**config.mk**
```make
export PLATFORM = sky130hd
export DESIGN_NAME = mem_access_stage_flat
export DESIGN_NICKNAME = d
export VERILOG_FILES = /design/src/rtl/mips_pkg.sv /design/src/rtl/mem_access_stage_if.sv /design/src/rtl/mem_access_stage_load_extract.sv /design/src/rtl/mem_access_stage.sv /design/src/flat_wrapper.sv
export SDC_FILE = /design/constraint.sdc
export NUM_CORES = 1
export LEC_CHECK = 0
export ABC_AREA = 1
export CAP_MARGIN = 10
export CORE_MARGIN = 1.5
export CORE_UTILIZATION = 39
export DETAILED_ROUTE_END_ITERATION = 10
export GPL_ROUTABILITY_DRIVEN = 0
export HOLD_SLACK_MARGIN = 0.03
export PLACE_DENSITY = 0.78
export SETUP_SLACK_MARGIN = 0.5
export SYNTH_ARGS = -nofsm -noshare
export SYNTH_HDL_FRONTEND = slang
export SYNTH_SLANG_ARGS = --single-unit
```
**constraint.sdc**
```tcl
create_clock -name clock -period 3.29 [get_ports clock]
set_input_delay 0.4935 -clock clock [delete_from_list [all_inputs] [get_ports clock]]
set_output_delay 0.4935 -clock clock [all_outputs]
set_load 0.1 [all_outputs]
```
**src/rtl/mips_pkg.sv**
```systemverilog
`default_nettype none
// +----------------------------------------------------------------------+
// | Package : mips_pkg                                                     |
// | Shared MEM-stage types: FSM state encoding, link register index and   |
// | sub-word load type decode.                                             |
// | Revision: 1.0                                                          |
// +----------------------------------------------------------------------+
package mips_pkg;

   typedef enum logic [0:0] {
      ST_IDLE   = 1'b0,
      ST_ACCESS = 1'b1
   } mem_state_e;

   localparam logic [4:0] REG_LINK = 5'd31;

   typedef enum logic [2:0] {
      LD_WORD = 3'd0,
      LD_BU   = 3'd1,
      LD_BS   = 3'd2,
      LD_HU   = 3'd3,
      LD_HS   = 3'd4
   } load_type_e;

   // The flags are one-hot (or all clear for a full word); a fixed priority
   // keeps the decode well defined should more than one ever be set.
   function automatic load_type_e decode_load_type(
      input logic lhu,
      input logic lhs,
      input logic lbu,
      input logic lbs
   );
      if (lbs)      return LD_BS;
      else if (lbu) return LD_BU;
      else if (lhs) return LD_HS;
      else if (lhu) return LD_HU;
      else          return LD_WORD;
   endfunction

endpackage
`default_nettype wire

```
**src/rtl/mem_access_stage_if.sv**
```systemverilog
`default_nettype none
// +----------------------------------------------------------------------+
// | Interface : mem_access_stage_if                                        |
// | Request/acknowledge data-memory bus between the MEM stage (master)     |
// | and the data memory (slave).                                           |
// | Revision: 1.0                                                          |
// +----------------------------------------------------------------------+
interface mem_access_stage_if;
   logic        mem_req;
   logic        mem_we;
   logic [31:0] mem_addr;
   logic [31:0] mem_wdata;
   logic        mem_ack;
   logic [31:0] mem_rdata;

   modport master (
      output mem_req,
      output mem_we,
      output mem_addr,
      output mem_wdata,
      input  mem_ack,
      input  mem_rdata
   );

   modport slave (
      input  mem_req,
      input  mem_we,
      input  mem_addr,
      input  mem_wdata,
      output mem_ack,
      output mem_rdata
   );
endinterface
`default_nettype wire

```
**src/rtl/mem_access_stage_load_extract.sv**
```systemverilog
`default_nettype none
// +----------------------------------------------------------------------+
// | Module  : load_extract                                                 |
// | Big-endian byte/halfword lane select with sign or zero extension.      |
// | Revision: 1.0                                                          |
// +----------------------------------------------------------------------+
module load_extract
   import mips_pkg::*;
(
   input  logic [31:0] rdata_i,
   input  logic [1:0]  addr_lo_i,
   input  logic        lhunsigned_i,
   input  logic        lhsigned_i,
   input  logic        lbunsigned_i,
   input  logic        lbsigned_i,
   output logic [31:0] data_o
);

   load_type_e w_type;
   logic [7:0]  w_byte;
   logic [15:0] w_half;

   assign w_type = decode_load_type(lhunsigned_i, lhsigned_i, lbunsigned_i, lbsigned_i);

   // Lane select: byte 0 is the most significant byte of the word.
   always_comb begin
      w_byte = rdata_i[31:24];
      case (addr_lo_i)
         2'd0:    w_byte = rdata_i[31:24];
         2'd1:    w_byte = rdata_i[23:16];
         2'd2:    w_byte = rdata_i[15:8];
         default: w_byte = rdata_i[7:0];
      endcase
      w_half = addr_lo_i[1] ? rdata_i[15:0] : rdata_i[31:16];
   end

   // Extension according to the decoded load type.
   always_comb begin
      data_o = rdata_i;
      case (w_type)
         LD_BU:   data_o = {24'd0, w_byte};
         LD_BS:   data_o = {{24{w_byte[7]}}, w_byte};
         LD_HU:   data_o = {16'd0, w_half};
         LD_HS:   data_o = {{16{w_half[15]}}, w_half};
         default: data_o = rdata_i;
      endcase
   end

endmodule
`default_nettype wire

```
**src/rtl/mem_access_stage.sv**
```systemverilog
`default_nettype none
// +----------------------------------------------------------------------+
// | Module  : mem_access_stage                                             |
// | MIPS MEM stage: data-memory req/ack transaction with timeout, pipeline |
// | stall, sub-word load extraction and MEM/WB register.                   |
// | Revision: 1.0                                                          |
// +----------------------------------------------------------------------+
module mem_access_stage
   import mips_pkg::*;
#(
   parameter int TIMEOUT = 16,
   parameter int CNT_W   = 5
) (
   input  logic        clock,
   input  logic        reset,
   input  logic [31:0] O_outEXMEM,
   input  logic [31:0] o_RT_DataEXMEM,
   input  logic        re_inEXMEM,
   input  logic        we_inEXMEM,
   input  logic [4:0]  reg2EXMEM,
   input  logic [4:0]  reg3EXMEM,
   input  logic        mux1SelectEXMEM,
   input  logic        linkRegEXMEM,
   input  logic [31:0] pcPlus4EXMEM,
   input  logic        i_Write_EnableEXMEM,
   input  logic        lhunsigned_outEXMEM,
   input  logic        lhsigned_outEXMEM,
   input  logic        lbunsigned_outEXMEM,
   input  logic        lbsigned_outEXMEM,
   mem_access_stage_if.master mem_bus,
   output logic        stall,
   output logic        mem_err,
   output logic [31:0] wb_dataMEMWB,
   output logic [4:0]  wb_regMEMWB,
   output logic        wb_weMEMWB
);

   localparam logic [CNT_W-1:0] CNT_LAST = CNT_W'(TIMEOUT - 1);

   mem_state_e        state_q, state_d;
   logic              req_q, req_d;
   logic              we_q, we_d;
   logic [31:0]       addr_q, addr_d;
   logic [1:0]        addr_lo_q, addr_lo_d;
   logic [31:0]       wdata_q, wdata_d;
   logic [CNT_W-1:0]  cnt_q, cnt_d;
   logic              err_q, err_d;
   logic [31:0]       wb_data_q, wb_data_d;
   logic [4:0]        wb_reg_q, wb_reg_d;
   logic              wb_we_q, wb_we_d;

   logic              w_mem_op;
   logic [4:0]        w_dest;
   logic [31:0]       w_load_data;

   assign w_mem_op = re_inEXMEM | we_inEXMEM;
   assign w_dest   = linkRegEXMEM ? REG_LINK : (mux1SelectEXMEM ? reg3EXMEM : reg2EXMEM);

   // The low address bits are latched with the request; the type flags are
   // taken live because the EX/MEM register is held for the whole access.
   load_extract u_load_extract (
      .rdata_i      (mem_bus.mem_rdata),
      .addr_lo_i    (addr_lo_q),
      .lhunsigned_i (lhunsigned_outEXMEM),
      .lhsigned_i   (lhsigned_outEXMEM),
      .lbunsigned_i (lbunsigned_outEXMEM),
      .lbsigned_i   (lbsigned_outEXMEM),
      .data_o       (w_load_data)
   );

   // Next-state, bus and MEM/WB decode; MEM/WB defaults to a bubble.
   always_comb begin
      state_d   = state_q;
      req_d     = req_q;
      we_d      = we_q;
      addr_d    = addr_q;
      addr_lo_d = addr_lo_q;
      wdata_d   = wdata_q;
      cnt_d     = cnt_q;
      err_d     = 1'b0;
      wb_data_d = wb_data_q;
      wb_reg_d  = wb_reg_q;
      wb_we_d   = 1'b0;
      stall     = 1'b0;
      case (state_q)
         ST_IDLE: begin
            if (w_mem_op) begin
               stall     = 1'b1;
               state_d   = ST_ACCESS;
               req_d     = 1'b1;
               we_d      = we_inEXMEM;
               addr_d    = {O_outEXMEM[31:2], 2'b00};
               addr_lo_d = O_outEXMEM[1:0];
               wdata_d   = o_RT_DataEXMEM;
               cnt_d     = '0;
            end else begin
               wb_data_d = linkRegEXMEM ? pcPlus4EXMEM : O_outEXMEM;
               wb_reg_d  = w_dest;
               wb_we_d   = i_Write_EnableEXMEM;
            end
         end
         ST_ACCESS: begin
            if (mem_bus.mem_ack) begin
               state_d = ST_IDLE;
               req_d   = 1'b0;
               if (!we_q) begin
                  wb_data_d = w_load_data;
                  wb_reg_d  = w_dest;
                  wb_we_d   = i_Write_EnableEXMEM;
               end
            end else if (cnt_q == CNT_LAST) begin
               state_d = ST_IDLE;
               req_d   = 1'b0;
               err_d   = 1'b1;
            end else begin
               stall = 1'b1;
               cnt_d = cnt_q + 1'b1;
            end
         end
         default: state_d = ST_IDLE;
      endcase
   end

   // State, bus and MEM/WB registers; reset abandons any open transaction.
   always_ff @(posedge clock or posedge reset) begin
      if (reset) begin
         state_q   <= ST_IDLE;
         req_q     <= 1'b0;
         we_q      <= 1'b0;
         addr_q    <= '0;
         addr_lo_q <= '0;
         wdata_q   <= '0;
         cnt_q     <= '0;
         err_q     <= 1'b0;
         wb_data_q <= '0;
         wb_reg_q  <= '0;
         wb_we_q   <= 1'b0;
      end else begin
         state_q   <= state_d;
         req_q     <= req_d;
         we_q      <= we_d;
         addr_q    <= addr_d;
         addr_lo_q <= addr_lo_d;
         wdata_q   <= wdata_d;
         cnt_q     <= cnt_d;
         err_q     <= err_d;
         wb_data_q <= wb_data_d;
         wb_reg_q  <= wb_reg_d;
         wb_we_q   <= wb_we_d;
      end
   end

   assign mem_bus.mem_req   = req_q;
   assign mem_bus.mem_we    = we_q;
   assign mem_bus.mem_addr  = addr_q;
   assign mem_bus.mem_wdata = wdata_q;
   assign mem_err           = err_q;
   assign wb_dataMEMWB      = wb_data_q;
   assign wb_regMEMWB       = wb_reg_q;
   assign wb_weMEMWB        = wb_we_q;

endmodule
`default_nettype wire

```
**src/flat_wrapper.sv**
```systemverilog
// flat-port wrapper written by rule: the top's interface ports become plain ports
module mem_access_stage_flat import mips_pkg::*;
#(
   parameter int TIMEOUT = 16,
   parameter int CNT_W   = 5
)
  (clock, reset, O_outEXMEM, o_RT_DataEXMEM, re_inEXMEM, we_inEXMEM, reg2EXMEM, reg3EXMEM, mux1SelectEXMEM, linkRegEXMEM, pcPlus4EXMEM, i_Write_EnableEXMEM, lhunsigned_outEXMEM, lhsigned_outEXMEM, lbunsigned_outEXMEM, lbsigned_outEXMEM, stall, mem_err, wb_dataMEMWB, wb_regMEMWB, wb_weMEMWB, mem_bus_mem_req, mem_bus_mem_we, mem_bus_mem_addr, mem_bus_mem_wdata, mem_bus_mem_ack, mem_bus_mem_rdata);
  mem_access_stage_if mem_bus_i ();
  input  logic clock;
  input  logic reset;
  input  logic [31:0] O_outEXMEM;
  input  logic [31:0] o_RT_DataEXMEM;
  input  logic re_inEXMEM;
  input  logic we_inEXMEM;
  input  logic [4:0] reg2EXMEM;
  input  logic [4:0] reg3EXMEM;
  input  logic mux1SelectEXMEM;
  input  logic linkRegEXMEM;
  input  logic [31:0] pcPlus4EXMEM;
  input  logic i_Write_EnableEXMEM;
  input  logic lhunsigned_outEXMEM;
  input  logic lhsigned_outEXMEM;
  input  logic lbunsigned_outEXMEM;
  input  logic lbsigned_outEXMEM;
  output logic stall;
  output logic mem_err;
  output logic [31:0] wb_dataMEMWB;
  output logic [4:0] wb_regMEMWB;
  output logic wb_weMEMWB;
  output wire logic [$bits(mem_bus_i.mem_req)-1:0] mem_bus_mem_req;
  output wire logic [$bits(mem_bus_i.mem_we)-1:0] mem_bus_mem_we;
  output wire logic [$bits(mem_bus_i.mem_addr)-1:0] mem_bus_mem_addr;
  output wire logic [$bits(mem_bus_i.mem_wdata)-1:0] mem_bus_mem_wdata;
  input wire logic [$bits(mem_bus_i.mem_ack)-1:0] mem_bus_mem_ack;
  input wire logic [$bits(mem_bus_i.mem_rdata)-1:0] mem_bus_mem_rdata;
  assign mem_bus_mem_req = mem_bus_i.mem_req;
  assign mem_bus_mem_we = mem_bus_i.mem_we;
  assign mem_bus_mem_addr = mem_bus_i.mem_addr;
  assign mem_bus_mem_wdata = mem_bus_i.mem_wdata;
  assign mem_bus_i.mem_ack = mem_bus_mem_ack;
  assign mem_bus_i.mem_rdata = mem_bus_mem_rdata;
  mem_access_stage #(.TIMEOUT(TIMEOUT), .CNT_W(CNT_W)) u_core (.clock(clock), .reset(reset), .O_outEXMEM(O_outEXMEM), .o_RT_DataEXMEM(o_RT_DataEXMEM), .re_inEXMEM(re_inEXMEM), .we_inEXMEM(we_inEXMEM), .reg2EXMEM(reg2EXMEM), .reg3EXMEM(reg3EXMEM), .mux1SelectEXMEM(mux1SelectEXMEM), .linkRegEXMEM(linkRegEXMEM), .pcPlus4EXMEM(pcPlus4EXMEM), .i_Write_EnableEXMEM(i_Write_EnableEXMEM), .lhunsigned_outEXMEM(lhunsigned_outEXMEM), .lhsigned_outEXMEM(lhsigned_outEXMEM), .lbunsigned_outEXMEM(lbunsigned_outEXMEM), .lbsigned_outEXMEM(lbsigned_outEXMEM), .mem_bus(mem_bus_i), .stall(stall), .mem_err(mem_err), .wb_dataMEMWB(wb_dataMEMWB), .wb_regMEMWB(wb_regMEMWB), .wb_weMEMWB(wb_weMEMWB));
endmodule
```
==> reports/metrics.yaml <==
cts_buffers: 9
drtIter0Drc: 383
synthToLayoutAreaGrowth_pct: 50.4
fp.dieH_um: 125
slew_violations: 0
synth_cells: 790
drc: 0
n_fill_cell: 1325
final-seq-area_um2: 2780
portBuffers: 253
synth_most_common_cell: "nand2_1"
critPathTopFamily: "adder cells"
fin_skew_ps: 7.19
drv_cap: 0
ys_seq_area_share_pct: 47.8
initial_core_util_pct: 40.0
fmax_ghz: 0.380
grt_max_degree: 112
hold_start: "u_core.mem_bus.mem_wdata[4]"
grt_usage_pct: 24.8
p_leak_nw: 4.27
crit_chain: "ha_1, nand2_1, nor2_1, ha_1, o21ai_2, nand2_1, inv_1, buf_12"
final_hold_viol_count: 0
rr_startpoint: "u_core.state_q"
gr-total-overflow: 0
hpwlAfterDp_mm: 14.2
cts-root-buf: "clkbuf_16"
antenna_found_initial: 0
max_stage_delay_ps: 410
rr_endpoint: "u_core.wb_dataMEMWB[24]"
grt_first_pass_wirelength_mm: 30.6
placed_cells: 1192
crit_slowest_cell: "dfrtp_1"
swShare_pct: 54.7
ant_nets: 0
cts_sinks: 111
avgSynthCellArea_um2: 7.36
syn_area_um2: 5810
grt_pass1_vias: 5710
synth_common_cells: "310 x nand2_1, 111 x dfrtp_1, 81 x o21ai_0, 65 x inv_1, 51 x nor2_1"
crit_fanout: 5
seq_power_share_pct: 26.3
multi_input_area_um2: 2570
clockPowerShare_pct: 15.6
yosys_warnings: 0
r2r_setup_slack_ps: 970
vias: 5916
num_rows: 44
drt_pass1_iterations: 5
place_worst_setup_slack_ps: 753
wl_mm: 19.4
start_kind: "register"
arrival_ps: 2140
ctsLongestPathBuffers: 2
vdd_drop_max_mv: 0.524
tns_ps: 0
hold_end: "u_core.mem_bus.mem_wdata[4]"
synth_top_cell_area_share_pct: 47.8
worst-path-buf-inv: 2
cts_tree: "built"
cts_setup_buffers: 0
hold_depth: 2
synth_edf_count: 0
end_kind: "output pin"
fin_crit_ps: 2630
p_int_mw: 3.38
drive_above_1_share_pct: 7.05
fin_nets: 1171
hold_slack_ps: 471
worstPathRequired_ps: 2800
core-area_um2: 14500
status: "finished, final reports clean"
relSlewSlack_pct: 32.5
wl_per_cell_um: 16.1
worst-r2r-cell-count: 6
critPathKind: "reg -> out"
die-area_um2: 15700
fin_crit_sh_pct: 80.0
synth_cell_types: 31
path_clk_slew_ps: 70
ys.flop_type: "dfrtp_1"
die_w_um: 125
io_pins: 256
worstHoldPathType: "reg -> reg"
netlist.top_cell.by_area: "dfrtp_1"
rsz0062_at_grt: "false"
antenna_cells: 0
stdcell_count: 1206
clock_latency_ps: 360
ys_async_sr_fraction_pct: 100
htree_levels: 3
viasPerCell: 4.91
p_per_area_nw_per_um2: 855
p_switching_mw: 4.09
setup_viol: 0
setup_slack_ps: 660
comb_power_share_pct: 58.1
netlist_top_cells_area: "dfrtp_1 48%, nand2_1 20%, o21ai_0 7.0%"
max_slew.worst_pin.slew_ps: 1010
ys_ff_latch: 111
## registers in the layout, summed over array words and instances, names as in the netlist, 2 cells and up
| name | flops |
|---|---|
| u_core.wb_dataMEMWB | 32 |
| u_core.addr_lo_q | 2 |
| u_core.mem_bus.mem_wdata | 32 |
| u_core.mem_bus.mem_addr | 30 |
| u_core.wb_regMEMWB | 5 |
| u_core.cnt_q | 5 |
## power by group through the flow
stage | clock, mW | combinational [mW] | sequential (mW)
finish | 1.16 | 4.34 | 1.97
detailed placement | 0 | 4.35 | 1.99
global route | 1.25 | 4.53 | 2.02
global placement | 0 | 4.33 | 1.98
CTS | 1.20 | 4.36 | 1.97
floorplan | 0 | 0.756 | 4.44
## logic make-up after synthesis
logic type                 synth area share [%]
and+or+nand+nor                            28.9
DFF                                        47.8
adders and majority gates                 0.430
other                                    0.0645
buffers and inverters                      8.22
AOI/OAI and AO/OA                          14.6
## per-layer routing
metal / up-vias / global-route usage [%] / wire (um)
met1: 2721 / 30.2 / 7800
met3: 28 / 8.43 / 1700
met5: - / 0 / 0
met2: 234 / 41.8 / 9430
met4: 0 / 7.29 / 434
li1: 2933 / - / -
## tightest hold or removal path: cells and delay by family (launching register included)
kind,cells,cell delay [ps]
flops,1,340
simple gates,2,100
## worst max path at each step
stage,from,endpoint,cells past startpoint
2_1_floorplan,u_core.cnt_q[0],stall,7
3_3_place_gp,we_inEXMEM,u_core.wb_dataMEMWB[22],7
3_5_place_dp,we_inEXMEM,u_core.wb_dataMEMWB[24],7
4_1_cts,u_core.cnt_q[0],stall,8
5_1_grt,u_core.cnt_q[0],stall,8
6_report,u_core.cnt_q[0],stall,8
## stage by stage
stage	util (%)	cell area [um2]	power (mW)
after floorplan	-	5820	5.19
after global placement	58.0	8440	6.31
after detailed placement	58.0	8440	6.34
after CTS	60.2	8740	7.53
after global routing	60.2	8750	7.79
final	60.2	8750	7.48
## placed cells by master, fill, tap and decap left out, types with 10 or more instances in the layout
cell type        count
inv_1               63
o21bai_2            10
buf_4               27
nand2_1            309
o21ai_0             80
nand3b_1            14
clkdlybuf4s50_1    231
a21oi_1             35
nor2_1              51
dfrtp_1            111
nand3_1             26
## timing repair
action                                  in CTS  in global routing
gates resized for setup                      1                  1
hold buffers                                 0                  0
gates cloned                                 0                  0
endpoints found under the setup margin       1                  1
## area by class of cell
type | count | share of cell area (%)
Multi-Input combinational cell | 566 | 29.4
Sequential cell | 111 | 31.8
Clock inverter | 5 | 0.944
Clock buffer | 9 | 2.57
Timing Repair Buffer | 262 | 29.7
Inverter | 69 | 3.00
Tap cell | 184 | 2.63
Power figures use the tool's default switching activity.
